--- src/rtl/nni_pkg.sv ---
// ============================================================================
// Module      : nni_pkg
// Description : Shared constants and packet field helpers for the node
//               network interface.
// Revision    : 1.0 - initial release
// ============================================================================
`default_nettype none

package nni_pkg;

    localparam int NNI_MAX_W = 256;

    typedef logic [NNI_MAX_W-1:0] nni_word_t;

    localparam nni_word_t NNI_IDLE_PKT = '0;
    localparam nni_word_t NNI_BCAST_ID = '1;

    // Packets are zero-extended into a wide word so one helper serves any width pair.
    function automatic nni_word_t nni_header(input nni_word_t pkt, input int pkt_w, input int id_w);
        nni_word_t mask;
        mask = (nni_word_t'(1) << id_w) - nni_word_t'(1);
        return (pkt >> (pkt_w - id_w)) & mask;
    endfunction

    function automatic nni_word_t nni_payload(input nni_word_t pkt, input int pkt_w, input int id_w);
        nni_word_t mask;
        mask = (nni_word_t'(1) << (pkt_w - id_w)) - nni_word_t'(1);
        return pkt & mask;
    endfunction

endpackage

`default_nettype wire

--- src/rtl/node_network_interface_if.sv ---
// ============================================================================
// Module      : node_network_interface_if
// Description : Core-side and network-side signal bundle of the node network
//               interface; slave is the interface block, master its environment.
// Revision    : 1.0 - initial release
// ============================================================================
`default_nettype none

interface node_network_interface_if #(
    parameter int PKT_W = 32,
    parameter int ID_W  = 16
);
    logic [ID_W-1:0]       node_id;
    logic [ID_W-1:0]       max_node;
    logic [PKT_W-1:0]      control_rx_packet;
    logic [PKT_W-1:0]      control_tx_packet;
    logic [ID_W-1:0]       data_rx_node_id;
    logic [PKT_W-1:0]      data_rx_packet;
    logic [PKT_W-1:0]      data_tx_packet;
    logic                  crx_rd;
    logic                  crx_valid;
    logic [PKT_W-ID_W-1:0] crx_data;
    logic                  drx_rd;
    logic                  drx_valid;
    logic [ID_W+PKT_W-1:0] drx_data;
    logic                  tx_wr;
    logic [PKT_W-1:0]      tx_data;
    logic                  tx_full;
    logic                  rx_drop;

    modport slave (
        input  node_id, max_node, control_rx_packet, data_rx_node_id, data_rx_packet,
               crx_rd, drx_rd, tx_wr, tx_data,
        output control_tx_packet, data_tx_packet, crx_valid, crx_data,
               drx_valid, drx_data, tx_full, rx_drop
    );

    modport master (
        output node_id, max_node, control_rx_packet, data_rx_node_id, data_rx_packet,
               crx_rd, drx_rd, tx_wr, tx_data,
        input  control_tx_packet, data_tx_packet, crx_valid, crx_data,
               drx_valid, drx_data, tx_full, rx_drop
    );

endinterface

`default_nettype wire

--- src/rtl/nni_sync_fifo.sv ---
// ============================================================================
// Module      : nni_sync_fifo
// Description : First-word fall-through synchronous FIFO with full/empty flags.
// Revision    : 1.0 - initial release
// ============================================================================
`default_nettype none

module nni_sync_fifo #(
    parameter int WIDTH = 8,
    parameter int DEPTH = 4
) (
    input  logic             clk,
    input  logic             rst,
    input  logic             i_wr,
    input  logic [WIDTH-1:0] i_wr_data,
    input  logic             i_rd,
    output logic [WIDTH-1:0] o_rd_data,
    output logic             o_full,
    output logic             o_empty
);

    localparam int AW = $clog2(DEPTH);

    logic [AW:0]      wr_ptr_q, wr_ptr_d;
    logic [AW:0]      rd_ptr_q, rd_ptr_d;
    logic [WIDTH-1:0] mem_q [DEPTH];
    logic             w_do_wr;
    logic             w_do_rd;

    // Extra pointer bit distinguishes full from empty when the addresses match.
    assign o_empty   = (wr_ptr_q == rd_ptr_q);
    assign o_full    = (wr_ptr_q[AW] != rd_ptr_q[AW]) && (wr_ptr_q[AW-1:0] == rd_ptr_q[AW-1:0]);
    assign w_do_rd   = i_rd && !o_empty;
    assign w_do_wr   = i_wr && (!o_full || w_do_rd);
    assign o_rd_data = mem_q[rd_ptr_q[AW-1:0]];

    always_comb begin
        wr_ptr_d = wr_ptr_q + (AW+1)'(w_do_wr);
        rd_ptr_d = rd_ptr_q + (AW+1)'(w_do_rd);
    end

    always_ff @(posedge clk) begin
        if (rst) begin
            wr_ptr_q <= '0;
            rd_ptr_q <= '0;
        end else begin
            wr_ptr_q <= wr_ptr_d;
            rd_ptr_q <= rd_ptr_d;
        end
    end

    always_ff @(posedge clk) begin
        if (w_do_wr) begin
            mem_q[wr_ptr_q[AW-1:0]] <= i_wr_data;
        end
    end

endmodule

`default_nettype wire

--- src/rtl/node_network_interface.sv ---
// ============================================================================
// Module      : node_network_interface
// Description : Filters/queues control and data packets from the interconnect
//               and transmits queued data packets in this node's TDM slot.
//               Optional: NNI_BROADCAST_EN accepts all-ones control headers.
// Revision    : 1.0 - initial release
// ============================================================================
`default_nettype none

module node_network_interface
    import nni_pkg::*;
#(
    parameter int PKT_W     = 32,
    parameter int ID_W      = 16,
    parameter int CRX_DEPTH = 4,
    parameter int DRX_DEPTH = 4,
    parameter int TX_DEPTH  = 4
) (
    input  logic                  clk,
    input  logic                  rst,
    node_network_interface_if.slave nif
);

    localparam int PL_W = PKT_W - ID_W;

    logic [ID_W-1:0]       w_ctl_hdr;
    logic [PL_W-1:0]       w_ctl_pl;
    logic                  w_ctl_live;
    logic                  w_ctl_own;
    logic                  w_ctl_acc;
    logic                  w_ctl_ack;
    logic                  w_drx_acc;
    logic                  w_crx_full, w_crx_empty, w_crx_drop;
    logic                  w_drx_full, w_drx_empty, w_drx_drop;
    logic                  w_tx_empty, w_tx_pop;
    logic [PKT_W-1:0]      w_tx_head;
    logic [PL_W-1:0]       w_crx_head;
    logic [ID_W+PKT_W-1:0] w_drx_head;
    logic [ID_W-1:0]       w_max_eff;

    logic [ID_W-1:0]  slot_q, slot_d;
    logic [PKT_W-1:0] ack_q, ack_d;
    logic [PKT_W-1:0] dtx_q, dtx_d;
    logic             drop_q, drop_d;

    assign w_ctl_hdr  = ID_W'(nni_header(nni_word_t'(nif.control_rx_packet), PKT_W, ID_W));
    assign w_ctl_pl   = PL_W'(nni_payload(nni_word_t'(nif.control_rx_packet), PKT_W, ID_W));
    assign w_ctl_live = (nif.control_rx_packet != PKT_W'(NNI_IDLE_PKT));
    assign w_ctl_own  = (w_ctl_hdr == nif.node_id);

`ifdef NNI_BROADCAST_EN
    logic w_ctl_bcast;
    assign w_ctl_bcast = (w_ctl_hdr == ID_W'(NNI_BCAST_ID));
    assign w_ctl_acc   = w_ctl_live && (w_ctl_own || w_ctl_bcast);
    assign w_ctl_ack   = w_ctl_live && w_ctl_own && !w_ctl_bcast;
`else
    assign w_ctl_acc   = w_ctl_live && w_ctl_own;
    assign w_ctl_ack   = w_ctl_acc;
`endif

    assign w_drx_acc  = (nif.data_rx_packet != PKT_W'(NNI_IDLE_PKT)) && (nif.data_rx_node_id != '0);

    // A same-cycle pop frees the slot, so only a push into a full FIFO without a pop is lost.
    assign w_crx_drop = w_ctl_acc && w_crx_full && !nif.crx_rd;
    assign w_drx_drop = w_drx_acc && w_drx_full && !nif.drx_rd;

    assign w_max_eff  = (nif.max_node == '0) ? ID_W'(1) : nif.max_node;
    assign w_tx_pop   = (slot_q == nif.node_id) && !w_tx_empty;

    always_comb begin
        slot_d = (slot_q >= w_max_eff) ? ID_W'(1) : slot_q + ID_W'(1);
        ack_d  = w_ctl_ack ? {nif.node_id, PL_W'(0)} : '0;
        dtx_d  = w_tx_pop ? w_tx_head : '0;
        drop_d = w_crx_drop || w_drx_drop;
    end

    always_ff @(posedge clk) begin
        if (rst) begin
            slot_q <= ID_W'(1);
            ack_q  <= '0;
            dtx_q  <= '0;
            drop_q <= 1'b0;
        end else begin
            slot_q <= slot_d;
            ack_q  <= ack_d;
            dtx_q  <= dtx_d;
            drop_q <= drop_d;
        end
    end

    nni_sync_fifo #(.WIDTH(PL_W), .DEPTH(CRX_DEPTH)) u_crx_fifo (
        .clk       (clk),
        .rst       (rst),
        .i_wr      (w_ctl_acc),
        .i_wr_data (w_ctl_pl),
        .i_rd      (nif.crx_rd),
        .o_rd_data (w_crx_head),
        .o_full    (w_crx_full),
        .o_empty   (w_crx_empty)
    );

    nni_sync_fifo #(.WIDTH(ID_W+PKT_W), .DEPTH(DRX_DEPTH)) u_drx_fifo (
        .clk       (clk),
        .rst       (rst),
        .i_wr      (w_drx_acc),
        .i_wr_data ({nif.data_rx_node_id, nif.data_rx_packet}),
        .i_rd      (nif.drx_rd),
        .o_rd_data (w_drx_head),
        .o_full    (w_drx_full),
        .o_empty   (w_drx_empty)
    );

    nni_sync_fifo #(.WIDTH(PKT_W), .DEPTH(TX_DEPTH)) u_tx_fifo (
        .clk       (clk),
        .rst       (rst),
        .i_wr      (nif.tx_wr),
        .i_wr_data (nif.tx_data),
        .i_rd      (w_tx_pop),
        .o_rd_data (w_tx_head),
        .o_full    (nif.tx_full),
        .o_empty   (w_tx_empty)
    );

    assign nif.control_tx_packet = ack_q;
    assign nif.data_tx_packet    = dtx_q;
    assign nif.rx_drop           = drop_q;
    assign nif.crx_valid         = !w_crx_empty;
    assign nif.crx_data          = w_crx_head;
    assign nif.drx_valid         = !w_drx_empty;
    assign nif.drx_data          = w_drx_head;

endmodule

`default_nettype wire

--- src/flat_wrapper.sv ---
// flat-port wrapper written by rule: the top's interface ports become plain ports
module node_network_interface_flat import nni_pkg::*;
#(
    parameter int PKT_W     = 32,
    parameter int ID_W      = 16,
    parameter int CRX_DEPTH = 4,
    parameter int DRX_DEPTH = 4,
    parameter int TX_DEPTH  = 4
)
  (clk, rst, nif_node_id, nif_max_node, nif_control_rx_packet, nif_data_rx_node_id, nif_data_rx_packet, nif_crx_rd, nif_drx_rd, nif_tx_wr, nif_tx_data, nif_control_tx_packet, nif_data_tx_packet, nif_crx_valid, nif_crx_data, nif_drx_valid, nif_drx_data, nif_tx_full, nif_rx_drop);
  node_network_interface_if #(.PKT_W(PKT_W), .ID_W(ID_W)) nif_i ();
  input  logic clk;
  input  logic rst;
  input wire logic [$bits(nif_i.node_id)-1:0] nif_node_id;
  input wire logic [$bits(nif_i.max_node)-1:0] nif_max_node;
  input wire logic [$bits(nif_i.control_rx_packet)-1:0] nif_control_rx_packet;
  input wire logic [$bits(nif_i.data_rx_node_id)-1:0] nif_data_rx_node_id;
  input wire logic [$bits(nif_i.data_rx_packet)-1:0] nif_data_rx_packet;
  input wire logic [$bits(nif_i.crx_rd)-1:0] nif_crx_rd;
  input wire logic [$bits(nif_i.drx_rd)-1:0] nif_drx_rd;
  input wire logic [$bits(nif_i.tx_wr)-1:0] nif_tx_wr;
  input wire logic [$bits(nif_i.tx_data)-1:0] nif_tx_data;
  output wire logic [$bits(nif_i.control_tx_packet)-1:0] nif_control_tx_packet;
  output wire logic [$bits(nif_i.data_tx_packet)-1:0] nif_data_tx_packet;
  output wire logic [$bits(nif_i.crx_valid)-1:0] nif_crx_valid;
  output wire logic [$bits(nif_i.crx_data)-1:0] nif_crx_data;
  output wire logic [$bits(nif_i.drx_valid)-1:0] nif_drx_valid;
  output wire logic [$bits(nif_i.drx_data)-1:0] nif_drx_data;
  output wire logic [$bits(nif_i.tx_full)-1:0] nif_tx_full;
  output wire logic [$bits(nif_i.rx_drop)-1:0] nif_rx_drop;
  assign nif_i.node_id = nif_node_id;
  assign nif_i.max_node = nif_max_node;
  assign nif_i.control_rx_packet = nif_control_rx_packet;
  assign nif_i.data_rx_node_id = nif_data_rx_node_id;
  assign nif_i.data_rx_packet = nif_data_rx_packet;
  assign nif_i.crx_rd = nif_crx_rd;
  assign nif_i.drx_rd = nif_drx_rd;
  assign nif_i.tx_wr = nif_tx_wr;
  assign nif_i.tx_data = nif_tx_data;
  assign nif_control_tx_packet = nif_i.control_tx_packet;
  assign nif_data_tx_packet = nif_i.data_tx_packet;
  assign nif_crx_valid = nif_i.crx_valid;
  assign nif_crx_data = nif_i.crx_data;
  assign nif_drx_valid = nif_i.drx_valid;
  assign nif_drx_data = nif_i.drx_data;
  assign nif_tx_full = nif_i.tx_full;
  assign nif_rx_drop = nif_i.rx_drop;
  node_network_interface #(.PKT_W(PKT_W), .ID_W(ID_W), .CRX_DEPTH(CRX_DEPTH), .DRX_DEPTH(DRX_DEPTH), .TX_DEPTH(TX_DEPTH)) u_core (.clk(clk), .rst(rst), .nif(nif_i));
endmodule
--- config.mk ---
export PLATFORM = sky130hd
export DESIGN_NAME = node_network_interface_flat
export DESIGN_NICKNAME = d
export VERILOG_FILES = /design/src/rtl/nni_pkg.sv /design/src/rtl/node_network_interface_if.sv /design/src/rtl/nni_sync_fifo.sv /design/src/rtl/node_network_interface.sv /design/src/flat_wrapper.sv
export SDC_FILE = /design/constraint.sdc
export NUM_CORES = 1
export LEC_CHECK = 0
export BUFFER_PORTS_ARGS = -buffer_cell sky130_fd_sc_hd__buf_2
export CAP_MARGIN = 20
export CORE_UTILIZATION = 55
export DETAILED_ROUTE_END_ITERATION = 8
export PLACE_DENSITY = 0.85
export REMOVE_ABC_BUFFERS = 1
export SLEW_MARGIN = 20
export SYNTH_ARGS = -nofsm -noshare
export SYNTH_HDL_FRONTEND = slang
export SYNTH_SLANG_ARGS = --single-unit
--- constraint.sdc ---
create_clock -name clk -period 6 [get_ports clk]
set_input_delay 0.6 -clock clk [delete_from_list [all_inputs] [get_ports clk]]
set_output_delay 0.6 -clock clk [all_outputs]
set_load 0.02 [all_outputs]
==> impl_metrics.json <==
{
  "muxShareOfSynthArea_pct": 11.94,
  "finClkSkew_ns": 0.01806,
  "grt-ovfl-total": 0,
  "crit_chain": "xnor2_1 -> nand2_1 -> nor3_1 -> or3_1 -> nor3b_2 -> buf_4",
  "routed_wl_um": 36420,
  "rsz0062_at_grt": "false",
  "io_buffers": 264,
  "synth_top_family_by_area": "multiplexers",
  "die-area_um2": 33660,
  "period_minus_slack_ns": 3.667,
  "cts_setup_buffers": 0,
  "critPathKind": "reg2reg",
  "pin_count": 281,
  "synth_compound_gate_area_share_pct": 0.7392,
  "hp-class": "in2reg",
  "async_flop_share_pct": 0,
  "nNetsFinal": 1399,
  "startpoint_type": "register",
  "synthFlopType": "edfxtp_1",
  "numCtsBuffers": 45,
  "clk_latency_ns": 0.54,
  "ctsResizeCount": 0,
  "ant_nets": 0,
  "die-width_um": 183.5,
  "viasPerCell": 5.553,
  "yosysSeqAreaShare_pct": 72.84,
  "drt_iter0_markers": 649,
  "grt_max_degree": 51,
  "grt_pass1_wl_um": 55160,
  "synth_edf_count": 384,
  "synth.avg_cell_area_um2": 19.54,
  "p_comb_share_pct": 11.6,
  "crit_family": "simple AND/OR/NAND/NOR gates",
  "coreArea_um2": 32450,
  "row_count": 66,
  "power.density_nw_per_um2": 349.8,
  "synthAdderAreaFrac_pct": 2.003,
  "drc": 0,
  "slowest_stage": "dfxtp_4",
  "netlist_area_um2": 18110,
  "synthCells": 927,
  "p_clk_share_pct": 37.3,
  "outcome": "finished, final reports clean",
  "clock_tree.root_cell": "clkbuf_16",
  "synth_top_area_share_pct": 63.66,
  "gp_congestion": 0.8082,
  "cts_max_path_buffers": 3,
  "synth_xor_area_share_pct": 3.040,
  "tightest_slew_ns": 1.098,
  "cts_tree": "built",
  "ys_top_cells_by_area": "edfxtp_1 (64%), mux4_2 (12%), dfxtp_1 (9.2%)",
  "power.leakage_nw": 7.788,
  "fill_cells": 2174,
  "h-tree-depth": 2,
  "hold_viol": 0,
  "drive_gt1_share_pct": 39.46,
  "clkTransAtPathRegs_ns": 0.06,
  "first_pass_iters": 5,
  "vias": 9456,
  "switching_share_pct": 23.55,
  "setup_viol": 0,
  "reg2reg_slack_ns": 2.33,
  "fmax_mhz": 272.7,
  "layout.cells.non_filler": 1703,
  "report.final.slew_viol_count": 0,
  "cts.sinks": 467,
  "yosys_warnings": 0,
  "crit_buf_inv": 1,
  "place_area_um2": 19920,
  "vdd_drop_max_mv": 0.4197,
  "synth_top_area_cell": "edfxtp_1",
  "synthDistinctLibCells": 48,
  "dp_hpwl_um": 23750,
  "pwr-share-seq_pct": 51.1,
  "p_sw_mw": 1.765,
  "intPower_mw": 5.728,
  "cp_max_fo": 50,
  "yosys.area_share.simple_pct": 7.253,
  "total_power_mw": 7.493,
  "hold_buffers": 0,
  "worstPathRequired_ns": 6.17,
  "die_h_um": 183.5,
  "arrival_ns": 3.83,
  "hold-worst-slack_ns": 0.2682,
  "syn2layout_area_growth_pct": 18.26,
  "relSlewSlack_pct": 26.63,
  "initial_utilization_pct": 55.81,
  "slowest_delay_ns": 1.00,
  "cap_violations": 0,
  "ys_ff_latch": 467,
  "grt_antenna_before_repair": 9,
  "wire_per_inst_um": 21.38,
  "grt_pass1_vias": 9743,
  "finalCritPeriodShare_pct": 61.12,
  "grt.total_usage_pct": 21.74,
  "fin_area_um2": 21420,
  "post-place-cells": 1616,
  "crit_path_end_kind": "register"
}
## power groups by stage
| stage | clock network (mW) | logic [mW] | registers (mW) |
|---|---|---|---|
| detailed placement | 0 | 0.875 | 3.90 |
| finish | 2.79 | 0.870 | 3.83 |
| CTS | 2.85 | 0.880 | 3.83 |
| global route | 2.97 | 0.927 | 3.85 |
| floorplan | 0 | 0.548 | 3.89 |
| global placement | 0 | 0.856 | 3.88 |
## placed cells by master, fill, tap and decap left out, types with 20 or more instances in the layout
master / Yosys / final
dfxtp_1: 83 / 80
ha_1: 29 / 29
xor2_1: 41 / 41
mux4_2: 96 / 96
buf_2: 14 / 264
inv_1: 21 / 21
clkbuf_16: 0 / 46
xnor2_1: 20 / 20
nor4_1: 29 / 28
nor2_1: 31 / 30
and2_1: 21 / 21
edfxtp_1: 384 / 384
nor2b_4: 30 / 32
## kinds of logic after synthesis
group	Yosys count
buf+inv	69
fa+ha+maj	29
other cells	1
mux	96
xor+xnor	62
compound gates	18
flops	467
simple gates	185
## synth_stat cells, types with 2 or more instances
cell,number
o21ai_0,2
nor4_2,4
inv_1,21
mux4_2,96
buf_12,3
nor4_1,29
xnor2_1,20
xor2_1,41
nor3b_1,2
and2_1,21
nand4_1,11
clkbuf_1,11
a211oi_1,2
nand2_1,12
nor2b_1,16
buf_4,16
nand3_1,9
a21oi_1,5
nor2_1,31
nor4b_1,2
or2_1,2
nor2b_4,30
edfxtp_1,384
ha_1,29
nand2b_1,3
nor3_1,5
a311oi_1,2
buf_2,14
buf_1,3
dfxtp_1,83
## layer usage
metal	GRT usage (%)	wire length (um)
met1	26.87	14000
met2	37.24	18550
met3	5.666	2775
met4	7.367	1024
met5	0	62
## state kept, by name, indices dropped and copies added, names as in the netlist, 16 cells and up
signal / cells
u_core.u_drx_fifo.mem_q: 192
u_core.u_tx_fifo.mem_q: 128
u_core.u_crx_fifo.mem_q: 64
u_core.nif.data_tx_packet: 32
u_core.nif.control_tx_packet: 16
u_core.slot_q: 16
## layout make-up
| cell class | count | area (um^2) | share of cell area, % |
|---|---|---|---|
| sequential | 467 | 13200 | 61.62 |
| multi-input combinational | 406 | 4646 | 21.69 |
| timing repair buffer | 280 | 1441 | 6.729 |
| clock buffer | 66 | 1296 | 6.051 |
| tap | 442 | 553.0 | 2.582 |
| clock inverter | 17 | 196.4 | 0.9171 |
| inverter | 21 | 78.83 | 0.3680 |
| antenna | 4 | 10.01 | 0.04673 |
## final timing paths
| kind | start | end | cells after the start |
|---|---|---|---|
| worst min register to register | u_core.u_drx_fifo.wr_ptr_q[2] | u_core.u_drx_fifo.wr_ptr_q[2] | 2 |
| worst min-delay path | nif_tx_data[5] | u_core.u_tx_fifo.mem_q[0][5] | 1 |
| worst max register to register | u_core.u_drx_fifo.rd_ptr_q[0] | u_core.u_drx_fifo.mem_q[1][47] | 6 |
| worst max-delay path | u_core.u_drx_fifo.rd_ptr_q[0] | u_core.u_drx_fifo.mem_q[1][47] | 6 |
## worst reg2reg max path, cell delays in order, from the launching register on
cell and delay (ns):
dfxtp_4 1.00, xnor2_1 0.20, nand2_1 0.12, nor3_1 0.06, or3_1 0.50, nor3b_2 0.78
buf_4 0.60
## stage by stage
stage	setup slack, ns	setup TNS (ns)	util [%]
after global routing	2.031	0	65.99
after floorplan	-1.057	-136.81	-
final	2.333	0	66.00
after global placement	2.319	0	61.37
after CTS	2.223	0	65.97
after detailed placement	2.246	0	61.37
Note: power is estimated with default switching activity, not from simulation.
